File: config.mk
export PLATFORM = sky130hd
export DESIGN_NAME = seg_scanner
export DESIGN_NICKNAME = d
export VERILOG_FILES = /design/src/rtl/seg_pkg.sv /design/src/rtl/seg_hex_decode.sv /design/src/rtl/seg_scanner.sv
export SDC_FILE = /design/constraint.sdc
export NUM_CORES = 1
export LEC_CHECK = 0
export CAP_MARGIN = 20
export CORE_MARGIN = 2
export CORE_UTILIZATION = 45
export DETAILED_ROUTE_END_ITERATION = 7
export PLACE_DENSITY = 0.76
export RECOVER_POWER = 50
export SLEW_MARGIN = 20
export SYNTH_ARGS = -nofsm -noshare
export SYNTH_HDL_FRONTEND = slang
export SYNTH_SLANG_ARGS = --single-unit
File: constraint.sdc
create_clock -name clock -period 2.4 [get_ports clock]
set_input_delay 0.36 -clock clock [delete_from_list [all_inputs] [get_ports clock]]
set_output_delay 0.36 -clock clock [all_outputs]
set_load 0.005 [all_outputs]
File: src/rtl/seg_pkg.sv
// Shared constants and the hex-to-segment mapping for the seven-segment scanner.
package seg_pkg;

  localparam int unsigned SEG_MAX_DIGITS = 16;

  typedef enum logic [2:0] {
    REG_DATA0  = 3'd0,
    REG_DATA1  = 3'd1,
    REG_EN     = 3'd2,
    REG_DP     = 3'd3,
    REG_BLINK  = 3'd4,
    REG_STATUS = 3'd5
  } seg_reg_e;

  // Active-high pattern, bit 0 = segment a; b and d are lowercase glyphs.
  function automatic logic [6:0] hex7(input logic [3:0] nibble);
    case (nibble)
      4'h0:    hex7 = 7'h3F;
      4'h1:    hex7 = 7'h06;
      4'h2:    hex7 = 7'h5B;
      4'h3:    hex7 = 7'h4F;
      4'h4:    hex7 = 7'h66;
      4'h5:    hex7 = 7'h6D;
      4'h6:    hex7 = 7'h7D;
      4'h7:    hex7 = 7'h07;
      4'h8:    hex7 = 7'h7F;
      4'h9:    hex7 = 7'h6F;
      4'hA:    hex7 = 7'h77;
      4'hB:    hex7 = 7'h7C;
      4'hC:    hex7 = 7'h39;
      4'hD:    hex7 = 7'h5E;
      4'hE:    hex7 = 7'h79;
      default: hex7 = 7'h71;
    endcase
  endfunction

endpackage

File: src/rtl/seg_hex_decode.sv
// Combinational nibble-to-segment decoder on the slot snapshot path.
module seg_hex_decode
  import seg_pkg::*;
(
  input  logic [3:0] nibble,
  output logic [6:0] seg
);

  assign seg = hex7(nibble);

endmodule

File: src/rtl/seg_scanner.sv
// Memory-mapped multiplexed seven-segment controller: register file, digit scan,
// per-slot snapshot with dead time, and hardware blink.
module seg_scanner
  import seg_pkg::*;
#(
  parameter int unsigned DIGITS       = 8,
  parameter int unsigned SCAN_DIV     = 1250,
  parameter int unsigned BLANK_CYCLES = 16,
  parameter int unsigned BLINK_FRAMES = 128
) (
  input  logic              clock,
  input  logic              clrn,
  input  logic              sel,
  input  logic              we,
  input  logic [31:0]       addr,
  input  logic [31:0]       din,
  output logic [31:0]       dout,
  output logic [DIGITS-1:0] an_n,
  output logic [7:0]        seg_n
);

  localparam int unsigned CNT_W = $clog2(SCAN_DIV);
  localparam int unsigned IDX_W = (DIGITS > 1) ? $clog2(DIGITS) : 1;
  localparam int unsigned FRM_W = (BLINK_FRAMES > 1) ? $clog2(BLINK_FRAMES) : 1;
  localparam logic [63:0] DATA_MASK = (DIGITS >= SEG_MAX_DIGITS) ? 64'hFFFF_FFFF_FFFF_FFFF
                                                                 : ((64'd1 << (4 * DIGITS)) - 64'd1);

  logic [CNT_W-1:0]  cnt;
  logic [IDX_W-1:0]  idx;
  logic [FRM_W-1:0]  frame;
  logic              phase;

  logic [63:0]       data_q;
  logic [DIGITS-1:0] en_q;
  logic [DIGITS-1:0] dp_q;
  logic [DIGITS-1:0] blink_q;

  logic [6:0]        snap_pat;
  logic              snap_dp;
  logic              snap_lit;

  logic              cnt_last, idx_last, frame_last, slot_start;
  logic [5:0]        nib_base;
  logic [3:0]        cur_nib;
  logic [6:0]        cur_pat;
  logic              lit_now;
  logic [6:0]        use_pat;
  logic              use_dp, use_lit, drive;
  logic              unused_addr;

  assign unused_addr = ^{addr[31:5], addr[1:0]};

  assign cnt_last   = (cnt == CNT_W'(SCAN_DIV - 1));
  assign idx_last   = (idx == IDX_W'(DIGITS - 1));
  assign frame_last = (frame == FRM_W'(BLINK_FRAMES - 1));
  assign slot_start = (cnt == '0);

  always_ff @(posedge clock or negedge clrn) begin
    if (!clrn) begin
      cnt   <= '0;
      idx   <= '0;
      frame <= '0;
      phase <= 1'b0;
    end else if (cnt_last) begin
      cnt <= '0;
      if (idx_last) begin
        idx <= '0;
        if (frame_last) begin
          frame <= '0;
          phase <= ~phase;
        end else begin
          frame <= frame + 1'b1;
        end
      end else begin
        idx <= idx + 1'b1;
      end
    end else begin
      cnt <= cnt + 1'b1;
    end
  end

  always_ff @(posedge clock or negedge clrn) begin
    if (!clrn) begin
      data_q  <= '0;
      en_q    <= '1;
      dp_q    <= '0;
      blink_q <= '0;
    end else if (sel && we) begin
      case (addr[4:2])
        REG_DATA0: data_q[31:0]  <= din & DATA_MASK[31:0];
        REG_DATA1: data_q[63:32] <= din & DATA_MASK[63:32];
        REG_EN:    en_q          <= din[DIGITS-1:0];
        REG_DP:    dp_q          <= din[DIGITS-1:0];
        REG_BLINK: blink_q       <= din[DIGITS-1:0];
        default: ;
      endcase
    end
  end

  assign nib_base = 6'(idx) << 2;
  assign cur_nib  = data_q[nib_base +: 4];
  assign lit_now  = en_q[idx] & ~(blink_q[idx] & phase);

  seg_hex_decode u_hex (
    .nibble (cur_nib),
    .seg    (cur_pat)
  );

  always_ff @(posedge clock or negedge clrn) begin
    if (!clrn) begin
      snap_pat <= '0;
      snap_dp  <= 1'b0;
      snap_lit <= 1'b0;
    end else if (slot_start) begin
      snap_pat <= cur_pat;
      snap_dp  <= dp_q[idx];
      snap_lit <= lit_now;
    end
  end

  // On the snapshot edge itself the fresh values bypass the latch, so a zero
  // dead time still lights the digit from the first cycle of its slot.
  assign use_pat = slot_start ? cur_pat   : snap_pat;
  assign use_dp  = slot_start ? dp_q[idx] : snap_dp;
  assign use_lit = slot_start ? lit_now   : snap_lit;
  assign drive   = (cnt >= CNT_W'(BLANK_CYCLES)) && use_lit;

  always_ff @(posedge clock or negedge clrn) begin
    if (!clrn) begin
      an_n  <= '1;
      seg_n <= '1;
    end else begin
      an_n  <= drive ? ~(DIGITS'(1) << idx) : '1;
      seg_n <= drive ? ~{use_dp, use_pat} : '1;
    end
  end

  always_comb begin
    dout = '0;
    if (sel) begin
      case (addr[4:2])
        REG_DATA0:  dout = data_q[31:0];
        REG_DATA1:  dout = data_q[63:32];
        REG_EN:     dout = 32'(en_q);
        REG_DP:     dout = 32'(dp_q);
        REG_BLINK:  dout = 32'(blink_q);
        REG_STATUS: dout = {27'd0, phase, 4'(idx)};
        default:    dout = '0;
      endcase
    end
  end

endmodule

Word level (Yosys, flattened, before mapping) --
Memory sizes are Yosys's and may differ from the RTL's. Index checks and enable logic that the tools add are counted.
Word-level totals: bits in registers 103, bits in read-only memories 112, latch bits 0, memories kept 1, RAM bits 0, output and inout bits 48
Memory list:
- (name not given) | words 16, width 7, read ports 1, clocked after Yosys merged registers in 0, wr ports 0, line seg_pkg.sv:17 | case (nibble)
Cells by class: div/mod/pow operators 0, bitwise gates (word level) 6, reduce and logical (&&, ||, !) cells 10, $mul 0, shift operators 2, $add $sub $neg 3, multiplexer cells 16, order comparisons 2, equality and inequality tests 7
Operators with widths (count):
- 32-bit one-hot mux with 5 select lines | 1
- 64-bit by 6-bit variable part select with 4-bit output | 1
- 32-bit two-way mux | 1
- 8-bit two-way mux | 2
- 8-bit inverter | 2
- 7-bit two-way mux | 2
- 11-bit by 1-bit adder with 11-bit output, second input constant | 1
- 11-bit == test, second input constant | 1
- 11-bit by 5-bit >= comparator with 1-bit output, second input constant | 1
- 11-bit zero test | 1
- 11-bit two-way mux | 1
- 2-bit AND reduction | 5
- 1-bit binary-select mux with 3-bit select | 3
- 3-bit == test, second input constant | 3
- 1-bit by 3-bit << shifter with 8-bit output, first input constant | 1
- 7-bit by 1-bit adder with 7-bit output, second input constant | 1
- 7-bit == test, second input constant | 1
- 3-bit by 2-bit == test with 1-bit output, second input constant | 2
- 1-bit two-way mux | 5
- 3-bit by 4-bit < comparator with 1-bit output, second input constant | 1
- 3-bit by 1-bit adder with 3-bit output, second input constant | 1
- 3-bit zero test | 1
- 3-bit two-way mux | 1
- 3-bit AND reduction | 1
- other kinds (3) | 6

Longest topological paths before layout --
depth in word-level cells 8, depth in mapped cells 9, depth with buffers taken out 8

Cells and area by module --
From an unflattened synthesis, not the netlist that was laid out.
Unflattened totals: cells, all modules 427, area, all modules 5248.8 µm²
Modules (own cells, without submodules):
- seg_scanner | instances 1, area an instance 4961.0 µm², cells an instance 394
- seg_hex_decode | instances 1, area an instance 287.8 µm², cells an instance 33

Worst setup path before layout --
OpenSTA, ideal clock, no wires.
kind register to register, from register idx[1], to register snap_pat[3], data required time 2.270 ns, period minus slack after synthesis 2.172 ns, arrival time 2.042 ns, stages on the path, launching flop included 9, setup slack 0.228 ns, buffers on the path 1, cells stage by stage dfrtp_1 > buf_2 > mux4_2 > mux2_2 > inv_1 > ha_1 > and2_1 > o21ai_1 > a31oi_1
Between the ends: word-level cells in the longest chain between the ends 3
Ends and longest elaborated chain:
- start: declaration | line seg_scanner.sv:29 | logic [IDX_W-1:0] idx;
- start signal: assignment | line seg_scanner.sv:75 | idx <= idx + 1'b1;
- 64-bit by 6-bit variable part select with 4-bit output | line seg_scanner.sv:101 | assign cur_nib = data_q[nib_base +: 4];
- memory read 16 x 7 bit
- 7-bit two-way mux
- net use_pat[3] | line seg_scanner.sv:47 | logic [6:0] use_pat;
- end signal: assignment | line seg_scanner.sv:115 | snap_pat <= cur_pat;
- end: declaration | line seg_scanner.sv:38 | logic [6:0] snap_pat;
The timed path passes the listed nets, and every way through them passes these cells. A chain may end at the register's enable or synchronous reset.

Final worst setup path --
from input addr[3], to output dout[15]
Between the ends: word-level cells in the longest chain between the ends 3, elaborated cells between the ends (all ways) 7, those cells by class eq/ne (4); mux (2); reduce/logical (1)
Ends and longest elaborated chain:
- start: declaration | line seg_scanner.sv:15 | input logic [31:0] addr,
- 3-bit == test (tied with other cells) | line seg_scanner.sv:141 | case (addr[4:2])
- 32-bit one-hot mux with 5 select lines (*) | line seg_scanner.sv:141
- 32-bit two-way mux (*) | line seg_scanner.sv:140 | if (sel) begin
- end: declaration | line seg_scanner.sv:17 | output logic [31:0] dout,
Every way passes the cells marked *; elsewhere a longest branch is shown, timed or not.

==> qor.txt <==
RePlAce Congestion - 0.860
Clk network pwr share - 0.339
via count of the first global-routing pass - 4035
total via count after detailed routing - 3859
final std cells w/o fill - 692
largest net degree at the start of global routing - 52
Worst R2R Path Depth - 8
minimum setup slack in the final design - 49.3 ps
cell area power density - 647 nW/µm²
Worst Max-Slew Pin Slew - 1250 ps
flip-flop and latch count after synthesis - 103
final core utilization - 0.604
floorplan row count - 39
maximum clock insertion buffer count - 2
maximum operating frequency - 425 MHz
cell-internal power - 0.00325 W
largest cells by area after synthesis - sky130_fd_sc_hd__dfrtp_1, sky130_fd_sc_hd__dfstp_2, sky130_fd_sc_hd__mux2_1
cell count after placement - 669
iteration count of the initial detailed-routing pass - 4
switching power total - 0.00120 W
number of antenna violations at the first check in global routing - 0
number of failing hold endpoints at the final stage - 0
aggregate routed wire length - 12500 µm
PortBufs - 86
clock buffers created by TritonCTS - 9
H-Tree Depth - 3
most frequently used flop master after synthesis - sky130_fd_sc_hd__dfrtp_1
leakage - 3.08 nW
top cell types by occurrence after synthesis - sky130_fd_sc_hd__dfrtp_1, sky130_fd_sc_hd__mux2_1, sky130_fd_sc_hd__nor2_1
Logic pwr share - 0.172
antenna violation net count after detailed routing - 0
layout cell share with drive strength beyond 1 - 0.204
die height - 112 µm
wire length of the first global-routing pass - 20800 µm
net switching share of the total power - 0.269
worst-path maximum fanout - 7
Cells after Synth - 435
number of library cell types mapped by synthesis - 45
maximum capacitance violations - 0
final count of negative-setup-slack endpoints - 0
CTS tree - done
Post-CTS Hold Fix Bufs - 0
Reg-to-Reg Start - idx[1]
worst clock skew on the final layout - 8.51 ps
number of enable flip-flop cells after synthesis - 0
Fill cells - 915
warnings from Yosys - 0
minimum setup slack after placement - -297 ps
DRC viols - 0
slack of the worst reg-to-reg path - 90 ps
Reg-to-Reg End - snap_pat[3]
Seq/Total Area, Yosys - 0.497
final cycle utilization of the critical path - 0.979
starting density of the core - 0.461
insertion delay of the later-clocked pin in the worst-skew pair - 350 ps
final layout net count - 630
die width - 112 µm
worst-case headroom to the max-slew limit - 0.164
unrepaired setup endpoints after global routing - yes
number of clock sinks seen by CTS - 103
sum of overflow across all layers after global routing - 0
drt via density - 5.58
clk root buf - sky130_fd_sc_hd__clkbuf_16
Worst setup SP type - primary input
drt initial violations - 274
FFs w/ async S/R, synth - 1.00
min Tclk post-route - 2350 ps
proportion of power drawn by flip-flops and latches - 0.489
Area Growth Syn to Fin - 31.0%
kind of end point of the critical path - output port
# IOs - 116
HPWL after DPL - 9180 µm
syn_area_per_cell - 12.1 µm²
result of the run - finished, final reports clean
highest ir drop seen on vdd - 0.529 mV
number of antenna repair diodes - 0
net count of the mapped netlist - 521
number of max-slew violations in the final report - 0
die outline area - 12500 µm²
leading area contributor after synthesis - sky130_fd_sc_hd__dfrtp_1
most used standard cell by instance count after synthesis - sky130_fd_sc_hd__dfrtp_1
overall track demand over capacity in global routing - 0.208
clock-pin transition on the worst setup and hold timing paths - 70 ps
routed len/inst - 18.0 µm
total core area - 11400 µm²
accumulated negative setup slack - 0 ps
Hold Path Class - in2async
share of the synthesized area in the top cell type - 0.377
Cell Area, Synth - 5240 µm²
critical setup path kind - in2out
WP data required - 2040 ps
critical path arrival - 1990 ps
==> layout by cell type (no fill, tap or decap), types with 4 or more instances in the layout <==
master                            Yosys  layout
sky130_fd_sc_hd__dfrtp_1             79      76
sky130_fd_sc_hd__clkdlybuf4s50_1      0      75
sky130_fd_sc_hd__mux2_1              56      56
sky130_fd_sc_hd__nor2_1              34      34
sky130_fd_sc_hd__and3_1              32      32
sky130_fd_sc_hd__nand2_1             32      32
sky130_fd_sc_hd__buf_4                0      27
sky130_fd_sc_hd__dfstp_2             24      24
sky130_fd_sc_hd__ha_1                18      18
sky130_fd_sc_hd__nand3_1             14      14
sky130_fd_sc_hd__xnor2_1             12      12
sky130_fd_sc_hd__mux4_2              11      11
sky130_fd_sc_hd__clkbuf_16            0       9
sky130_fd_sc_hd__inv_1                8       8
sky130_fd_sc_hd__o21ai_1              8       8
sky130_fd_sc_hd__mux2i_1              8       7
sky130_fd_sc_hd__a22oi_1              6       6
sky130_fd_sc_hd__dlymetal6s2s_1       0       6
sky130_fd_sc_hd__xor2_1               5       5
sky130_fd_sc_hd__and2_1               6       5
sky130_fd_sc_hd__a21oi_1              5       4
sky130_fd_sc_hd__a221oi_2             0       4
==> metrics by stage <==
stage / hold WS (ps) / area, µm² / total power, W
3_3_place_gp: 386 / 6440 / 0.00289
6_report: 270 / 6870 / 0.00444
4_1_cts: 64.9 / 6870 / 0.00447
3_5_place_dp: 395 / 6440 / 0.00293
2_1_floorplan: 64.4 / 5240 / 0.00258
5_1_grt: 365 / 6870 / 0.00464
==> repair_timing <==
action | CTS | global route
resized for setup | 24 | 14
pin swaps | 1 | 1
buffers inserted | 6 | 0
gates cloned | 1 | 0
endpoints found under the setup margin | 33 | 18
==> layer usage <==
metal  global-route usage  part of all wire  vias to the layer above
met3               0.0414             0.038                       21
met4               0.0659             0.018                        0
met5                    0                 0                        -
met1                0.276              0.43                     1974
met2                0.349              0.51                       89
li1                     -                 -                     1775
==> cell families (layout without fill, tap and decap cells) <==
logic type | after synthesis | count (layout) | share of synthesized area
compound gates | 37 | 37 | 0.0484
fa+ha+maj | 18 | 18 | 0.0430
buf+inv | 34 | 148 | 0.0291
simple gates | 143 | 143 | 0.140
xor+xnor | 17 | 17 | 0.0284
mux | 83 | 83 | 0.213
flops | 103 | 103 | 0.497
==> area by class of cell <==
type,count,area (µm²),share of cell area
clock inverters,6,66.3,0.00966
flip-flops and latches,103,2610,0.380
well taps,143,179,0.0261
inverters,10,37.5,0.00547
multi-input cells,298,2560,0.373
clock buffers,10,239,0.0348
repair buffers,122,1170,0.171
==> worst max-delay path, cell delays in order <==
cell and delay, ps:
sky130_fd_sc_hd__dlygate4sd2_1 270, sky130_fd_sc_hd__buf_4 170, sky130_fd_sc_hd__nor3_4 200, sky130_fd_sc_hd__buf_6 160, sky130_fd_sc_hd__buf_4 140, sky130_fd_sc_hd__and3_1 180
sky130_fd_sc_hd__clkdlybuf4s50_1 500
==> power by group through the flow <==
stage	Combinational, W	Clock (W)	Sequential (W)
final	0.000765	0.00151	0.00217
after global routing	0.000830	0.00161	0.00220
after CTS	0.000769	0.00154	0.00217
after detailed placement	0.000744	0	0.00219
after global placement	0.000713	0	0.00218
after floorplan	0.000472	0	0.00211
==> sequential cells by signal, indices dropped and copies added, names as in the netlist <==
register	flops
phase	1
dp_q	8
seg_n	8
snap_lit	1
an_n	8
blink_q	8
snap_pat	7
en_q	8
snap_dp	1
frame	7
data_q	32
cnt	11
idx	3
==> worst max path at each step <==
stage | from | to | slack, ps | depth (start not counted)
2_1_floorplan | idx[1] | snap_pat[3] | 230 | 8
3_3_place_gp | addr[4] | dout[1] | -260 | 7
3_5_place_dp | addr[4] | dout[1] | -300 | 7
4_1_cts | addr[3] | dout[7] | 30 | 7
5_1_grt | addr[3] | dout[15] | -20 | 7
6_report | addr[3] | dout[15] | 50 | 7
Note: power is estimated with default switching activity, not from simulation.
